--- src/rtl/egress_interface_pkg.sv ---
// Shared definitions for the egress interface: command/response field
// positions, status codes, FSM state encoding and the NIF write opcode.
package egress_interface_pkg;

    localparam int PACKET_W = 128;
    localparam int ADDR_W   = 64;
    localparam int LEN_W    = 36;
    localparam int TAG_W    = 8;
    localparam int ERR_W    = 7;
    localparam int TYPE_W   = 4;
    // ceil((2^36-1)/16) needs 33 bits
    localparam int BEATS_W  = 33;

    // Command and response share the address/length/tag layout.
    localparam int CMD_ADDR_LSB   = 64;
    localparam int CMD_LEN_LSB    = 28;
    localparam int CMD_TAG_LSB    = 20;
    localparam int RSP_ERR_LSB    = 2;
    localparam int RSP_STATUS_LSB = 0;

    localparam logic [1:0] EGRESS_STATUS_OK         = 2'b00;
    localparam logic [1:0] EGRESS_STATUS_ZERO_LEN   = 2'b01;
    localparam logic [1:0] EGRESS_STATUS_MASTER_ERR = 2'b10;

    // NIF master write-request opcode (mirrors soc_it_defs)
    localparam logic [TYPE_W-1:0] NIF_MASTER_CMD_WRREQ = 4'h2;

    typedef enum logic [2:0] {
        ST_IDLE      = 3'd0,
        ST_REQUEST   = 3'd1,
        ST_STREAM    = 3'd2,
        ST_WAIT_DONE = 3'd3,
        ST_RESPOND   = 3'd4
    } egress_state_t;

    // Assemble a completion response; unused bits are zero.
    function automatic logic [PACKET_W-1:0] pack_response(
        input logic [ADDR_W-1:0] addr,
        input logic [LEN_W-1:0]  len,
        input logic [TAG_W-1:0]  tag,
        input logic [ERR_W-1:0]  err,
        input logic [1:0]        status
    );
        logic [PACKET_W-1:0] rsp;
        rsp = '0;
        rsp[CMD_ADDR_LSB +: ADDR_W]  = addr;
        rsp[CMD_LEN_LSB +: LEN_W]    = len;
        rsp[CMD_TAG_LSB +: TAG_W]    = tag;
        rsp[RSP_ERR_LSB +: ERR_W]    = err;
        rsp[RSP_STATUS_LSB +: 2]     = status;
        return rsp;
    endfunction

endpackage

--- src/rtl/egress_interface_cmd_decode.sv ---
// Combinational decode of a write command packet: field extraction and
// rounding of the byte length up to a whole number of data beats.
module egress_interface_cmd_decode
    import egress_interface_pkg::*;
#(
    parameter int C_PACKET_WIDTH = 128,
    parameter int C_BEAT_BYTES   = 16
)
(
    input  logic [C_PACKET_WIDTH-1:0] cmd,
    output logic [ADDR_W-1:0]         addr,
    output logic [LEN_W-1:0]          len,
    output logic [TAG_W-1:0]          tag,
    output logic [BEATS_W-1:0]        beats,
    output logic                      zero_len
);

    localparam int BEAT_SHIFT = $clog2(C_BEAT_BYTES);

    // One extra bit so a length of 2^36-1 plus the rounding term cannot wrap.
    logic [LEN_W:0] len_round;
    logic           unused_reserved;

    assign addr      = cmd[CMD_ADDR_LSB +: ADDR_W];
    assign len       = cmd[CMD_LEN_LSB +: LEN_W];
    assign tag       = cmd[CMD_TAG_LSB +: TAG_W];
    assign len_round = {1'b0, len} + (LEN_W+1)'(C_BEAT_BYTES - 1);
    assign beats     = BEATS_W'(len_round >> BEAT_SHIFT);
    assign zero_len  = (len == '0);

    // Reserved low bits carry no meaning for this block.
    assign unused_reserved = ^cmd[CMD_TAG_LSB-1:0];

endmodule

--- src/rtl/egress_interface.sv ---
// Egress interface: takes a write command from the layer engine, issues one
// NIF master write request, streams the payload beats straight through to
// the master data port and returns a completion response.
// Optional statistics counters are enabled with EGRESS_INTERFACE_PERF_CNT_EN.
module egress_interface
    import egress_interface_pkg::*;
#(
    parameter int C_PACKET_WIDTH = 128,
    parameter int C_BEAT_BYTES   = 16
)
(
    input  logic                      clk,
    input  logic                      rst,
    input  logic                      ext_input_valid,
    output logic                      ext_input_accept,
    input  logic [C_PACKET_WIDTH-1:0] ext_input_payload,
    output logic                      ext_output_valid,
    input  logic                      ext_output_accept,
    output logic [C_PACKET_WIDTH-1:0] ext_output_payload,
    output logic                      master_request,
    input  logic                      master_request_ack,
    input  logic                      master_request_complete,
    input  logic [ERR_W-1:0]          master_request_error,
    output logic [TYPE_W-1:0]         master_request_type,
    output logic [ADDR_W-1:0]         master_request_local_address,
    output logic [LEN_W-1:0]          master_request_length,
    output logic                      master_dataout_src_rdy,
    input  logic                      master_dataout_dst_rdy,
    output logic [C_PACKET_WIDTH-1:0] master_dataout
`ifdef EGRESS_INTERFACE_PERF_CNT_EN
    ,
    output logic [31:0]               stat_beat_count,
    output logic [31:0]               stat_stall_count
`endif
);

    egress_state_t state_reg, state_next;

    logic [ADDR_W-1:0]  addr_reg;
    logic [LEN_W-1:0]   len_reg;
    logic [TAG_W-1:0]   tag_reg;
    logic [BEATS_W-1:0] beats_left_reg;
    logic               zero_len_reg;
    logic               complete_flag_reg;
    logic [ERR_W-1:0]   err_reg;

    logic [ADDR_W-1:0]  dec_addr;
    logic [LEN_W-1:0]   dec_len;
    logic [TAG_W-1:0]   dec_tag;
    logic [BEATS_W-1:0] dec_beats;
    logic               dec_zero_len;

    logic               cmd_take;
    logic               beat_xfer;
    logic               last_beat;
    logic               complete_seen;
    logic               complete_track;
    logic [1:0]         resp_status;
    logic [PACKET_W-1:0] resp_word;

    egress_interface_cmd_decode #(
        .C_PACKET_WIDTH (C_PACKET_WIDTH),
        .C_BEAT_BYTES   (C_BEAT_BYTES)
    ) u_cmd_decode (
        .cmd      (ext_input_payload),
        .addr     (dec_addr),
        .len      (dec_len),
        .tag      (dec_tag),
        .beats    (dec_beats),
        .zero_len (dec_zero_len)
    );

    assign cmd_take       = (state_reg == ST_IDLE) && ext_input_valid;
    assign beat_xfer      = (state_reg == ST_STREAM) && ext_input_valid && master_dataout_dst_rdy;
    assign last_beat      = beat_xfer && (beats_left_reg == BEATS_W'(1));
    // A complete pulse in the same cycle as the last beat counts immediately.
    assign complete_seen  = complete_flag_reg || master_request_complete;
    // RESPOND is excluded so the response stays stable while it is offered.
    assign complete_track = (state_reg == ST_REQUEST) || (state_reg == ST_STREAM) ||
                            (state_reg == ST_WAIT_DONE);

    assign resp_status = zero_len_reg       ? EGRESS_STATUS_ZERO_LEN :
                         (err_reg != '0)    ? EGRESS_STATUS_MASTER_ERR :
                                              EGRESS_STATUS_OK;
    assign resp_word   = pack_response(addr_reg, len_reg, tag_reg, err_reg, resp_status);

    // State register
    always_ff @(posedge clk) begin
        if (rst) begin
            state_reg <= ST_IDLE;
        end else begin
            state_reg <= state_next;
        end
    end

    // Next-state logic
    always_comb begin
        state_next = state_reg;
        case (state_reg)
            ST_IDLE: begin
                if (ext_input_valid) begin
                    state_next = dec_zero_len ? ST_RESPOND : ST_REQUEST;
                end
            end
            ST_REQUEST: begin
                if (master_request_ack) begin
                    state_next = ST_STREAM;
                end
            end
            ST_STREAM: begin
                if (last_beat) begin
                    state_next = complete_seen ? ST_RESPOND : ST_WAIT_DONE;
                end
            end
            ST_WAIT_DONE: begin
                if (complete_seen) begin
                    state_next = ST_RESPOND;
                end
            end
            ST_RESPOND: begin
                if (ext_output_accept) begin
                    state_next = ST_IDLE;
                end
            end
            default: state_next = ST_IDLE;
        endcase
    end

    // Output decode; the streaming path is a zero-latency pass-through
    always_comb begin
        ext_input_accept             = 1'b0;
        ext_output_valid             = 1'b0;
        ext_output_payload           = '0;
        master_request               = 1'b0;
        master_request_type          = '0;
        master_request_local_address = '0;
        master_request_length        = '0;
        master_dataout_src_rdy       = 1'b0;
        master_dataout               = '0;
        case (state_reg)
            ST_IDLE: begin
                ext_input_accept = 1'b1;
            end
            ST_REQUEST: begin
                master_request               = 1'b1;
                master_request_type          = NIF_MASTER_CMD_WRREQ;
                master_request_local_address = addr_reg;
                master_request_length        = len_reg;
            end
            ST_STREAM: begin
                ext_input_accept       = master_dataout_dst_rdy;
                master_dataout_src_rdy = ext_input_valid;
                master_dataout         = ext_input_payload;
            end
            ST_RESPOND: begin
                ext_output_valid   = 1'b1;
                ext_output_payload = resp_word;
            end
            default: begin
            end
        endcase
    end

    // Latch the command fields and track the remaining beat count
    always_ff @(posedge clk) begin
        if (rst) begin
            addr_reg       <= '0;
            len_reg        <= '0;
            tag_reg        <= '0;
            beats_left_reg <= '0;
            zero_len_reg   <= 1'b0;
        end else if (cmd_take) begin
            addr_reg       <= dec_addr;
            len_reg        <= dec_len;
            tag_reg        <= dec_tag;
            beats_left_reg <= dec_beats;
            zero_len_reg   <= dec_zero_len;
        end else if (beat_xfer) begin
            beats_left_reg <= beats_left_reg - BEATS_W'(1);
        end else if ((state_reg == ST_RESPOND) && ext_output_accept) begin
            zero_len_reg   <= 1'b0;
        end
    end

    // Sticky completion flag and error code, held until the response is taken
    always_ff @(posedge clk) begin
        if (rst) begin
            complete_flag_reg <= 1'b0;
            err_reg           <= '0;
        end else if (cmd_take || ((state_reg == ST_RESPOND) && ext_output_accept)) begin
            complete_flag_reg <= 1'b0;
            err_reg           <= '0;
        end else if (complete_track && master_request_complete && !complete_flag_reg) begin
            complete_flag_reg <= 1'b1;
            err_reg           <= master_request_error;
        end
    end

`ifdef EGRESS_INTERFACE_PERF_CNT_EN
    // Free-running beat and stall counters, wrapping at 2^32
    always_ff @(posedge clk) begin
        if (rst) begin
            stat_beat_count  <= '0;
            stat_stall_count <= '0;
        end else begin
            if (beat_xfer) begin
                stat_beat_count <= stat_beat_count + 32'd1;
            end
            if ((state_reg == ST_STREAM) && ext_input_valid && !master_dataout_dst_rdy) begin
                stat_stall_count <= stat_stall_count + 32'd1;
            end
        end
    end
`endif

endmodule

--- config.mk ---
export PLATFORM = sky130hd
export DESIGN_NAME = egress_interface
export DESIGN_NICKNAME = d
export VERILOG_FILES = /design/src/rtl/egress_interface_pkg.sv /design/src/rtl/egress_interface_cmd_decode.sv /design/src/rtl/egress_interface.sv
export SDC_FILE = /design/constraint.sdc
export NUM_CORES = 1
export LEC_CHECK = 0
export CAP_MARGIN = 20
export CELL_PAD_IN_SITES_DETAIL_PLACEMENT = 1
export CELL_PAD_IN_SITES_GLOBAL_PLACEMENT = 1
export CORE_AREA = 2 2 194 196
export CTS_BUF_LIST = sky130_fd_sc_hd__clkbuf_4 sky130_fd_sc_hd__clkbuf_8
export DETAILED_ROUTE_END_ITERATION = 16
export DIE_AREA = 0 0 196 198
export DONT_BUFFER_PORTS = 1
export PLACE_DENSITY = 0.59
export SLEW_MARGIN = 20
export SYNTH_ARGS = -nofsm -noshare
export SYNTH_HDL_FRONTEND = slang
export SYNTH_HIERARCHICAL = 1
export SYNTH_SLANG_ARGS = --single-unit
--- constraint.sdc ---
create_clock -name clk -period 2.7 [get_ports clk]
set_input_delay 0.54 -clock clk [delete_from_list [all_inputs] [get_ports clk]]
set_output_delay 0.54 -clock clk [all_outputs]
set_load 0.02 [all_outputs]
==> impl_metrics.toml <==
[outcome]
outcome = "completed"

[finish]
largest_reg_flops = 64
finalNonFillerCells = 1742
nFillCells = 4533
multi_input_area_sq_um = 5860
seqCellArea_sq_um = 3070
fin_nets = 1396
utilization_pct = 28.1
syn_to_final_growth_pct = 1.75
drive_gt1_share_pct = 7.75

[drt]
drtPass1Iterations = 5
drt_iter0_drc = 416
antenna_left = 0
drc = 0
wire_per_inst_um = 22.4
via_count = 9093
post_drt_via_cell_ratio = 5.22
wl_um = 39000

[synth]
yosysWarnings = 6
syn_avg_cell_area_sq_um = 7.20
yosysTopAreaCell = "dfxtp_1"
seq_area_frac_synth_pct = 30.0
synth_flop_cell = "dfxtp_1"
synthDistinctLibCells = 55
synth_top_cell_area_share_pct = 30.0
async_flop_share_pct = 0
synth_edf_count = 0
synth_area_leaders = "dfxtp_1 30%, and2_1 14%, nand2_1 9.3%"
yosys.cell_count.top_type = "nand2_1"
synth_cells = 1418
synth_commonest_cells = "254 x nand2_1, 230 x and2_1, 153 x dfxtp_1, 135 x a21oi_1, 123 x buf_4"
synth_area_sq_um = 10200
synth-seq-cells = 153

[placement]
io_buffers = 0
post-place-cells = 1701
hpwl_um = 27500
gp_congestion = 0.820

[grt]
met2_usage_pct = 32.7
top_usage_layer = "met2"
grt_pass1_vias = 8794
antenna_found_initial = 2
use_met3_pct = 4.77
track_usage_pct = 18.9
use_met1_pct = 23.8
grt_max_degree = 132
grt_pass1_wl_um = 55900
overflow = 0

[power]
power.leakage_nw = 4.15
powerDensity_nw_per_um2 = 958
switching_share_pct = 47.8
vdd_ir_drop_max_mv = 0.441
pwr-share-seq_pct = 34.5
p_sw_mw = 4.75
p_int_mw = 5.20
p_comb_share_pct = 46.0
pwr-share-clk_pct = 19.5

[setup_path]
start_kind = "register"
crit_required_ns = 2.16
arrival_ns = 2.03
path_max_fanout = 47
reg2reg_depth = 5
worstSetupPathType = "reg -> out"
end_kind = "primary output"

[sta]
fin_crit_ns = 2.57
worst_slew_pin_slew_ns = 0.678
report.final.slew_viol_count = 0
hold_violations = 0
rsz0062_at_grt = "false"
setup_viol = 0
finClkSkew_ns = 0.0128
fin_hold_ws_ns = 0.149
max_freq_mhz = 390
relSlewSlack_pct = 54.4
period_share_pct = 95.1

[floorplan]
core_area_sq_um = 37000
dieArea_sq_um = 38800
dieHeight_um = 198
die_w_um = 196
initial_utilization_pct = 27.6
rows = 71
num_io_pins = 506

[cts]
ctsHtreeMaxLevel = 4
clockRootBuffer = "clkbuf_8"
clk_path_buf_depth = 2
cts_buffers = 17
clkLatencyLatePin_ns = 0.47
cts_tree = "built"
cts.reportedPaths.clkPinSlew_ns = 0.08
cts_sinks = 153

[hold_path]
hold_depth = 1
hold_path_class = "in -> reg"

[run]
drv_cap = 0
==> through the flow <==
stage | setup WS, ns | area (sq um) | setup TNS, ns | power [mW]
after floorplan | 0.419 | 10300 | 0 | 6.72
after global placement | 0.406 | 9830 | 0 | 7.78
after detailed placement | 0.337 | 9830 | 0 | 7.92
after CTS | -0.00344 | 10400 | -0.0114 | 10.1
after global routing | 0.00428 | 10400 | 0 | 10.7
final | 0.133 | 10400 | 0 | 9.95
==> worst max-delay path, stage by stage (launching register included) <==
cell and delay (ns):
dfxtp_2 0.39, buf_4 0.19, nor3b_4 0.29, bufbuf_16 0.40, and2_1 0.27
==> power by group through the flow <==
stage          Combinational (mW)  Sequential (mW)  Clock, mW
2_1_floorplan                3.56             3.16          0
3_3_place_gp                 4.31             3.48          0
3_5_place_dp                 4.41             3.51          0
4_1_cts                      4.63             3.43       2.03
5_1_grt                      5.03             3.52       2.13
6_report                     4.58             3.43       1.94
==> path summary, 6_finish.rpt <==
check,start,endpoint,slack (ns)
hold reg to reg,tag_reg[4],tag_reg[4],0.46
setup reg to reg,beats_left_reg[3],beats_left_reg[27],0.35
setup / recovery,state_reg[1],master_request_length[31],0.13
hold / removal,rst,len_reg[21],0.15
==> kinds of logic (layout without fill, tap and decap cells) <==
family | after synthesis | in the layout | share of synthesized area, %
simple gates | 767 | 767 | 40.5
other cells | 1 | 17 | 0.0367
mux | 8 | 8 | 0.785
flops | 153 | 153 | 30.0
buf+inv | 243 | 77 | 13.5
fa+ha+maj | 2 | 2 | 0.245
compound gates | 197 | 197 | 10.9
xor+xnor | 47 | 47 | 4.03
==> repair_timing <==
action,in CTS,in global routing
resized for setup,9,4
pin swaps,1,0
gates cloned,2,0
setup buffers,4,0
setup endpoints to repair,104,205
hold buffers,0,0
==> layout make-up <==
cell class | instances | share of cell area, %
clock inverter | 11 | 1.39
inverter | 7 | 0.253
timing repair buffer | 38 | 3.89
multi-input combinational | 1035 | 56.4
antenna | 3 | 0.0723
tap | 474 | 5.71
sequential | 153 | 29.6
clock buffer | 21 | 2.72
==> layout by cell type, fill, tap and decap left out, drive strengths merged, types with 9 or more instances in the layout <==
cell type  count
nor2          31
and3         122
nand3         22
and2         230
xnor2         37
buf           37
a31oi          9
conb          14
nand2        254
nand4         23
nor4          28
xor2          10
a21oi        135
clkbuf        21
o21ai         22
nor3          17
dfxtp        153
==> metal layers <==
layer	wire (um)	part of all wire, %	vias up
met1	16700	43	4446
met2	19200	49	343
li1	-	-	4270
met4	585	1.5	2
met3	2470	6.3	32
met5	13	0.033	-
Power figures use the tool's default switching activity.
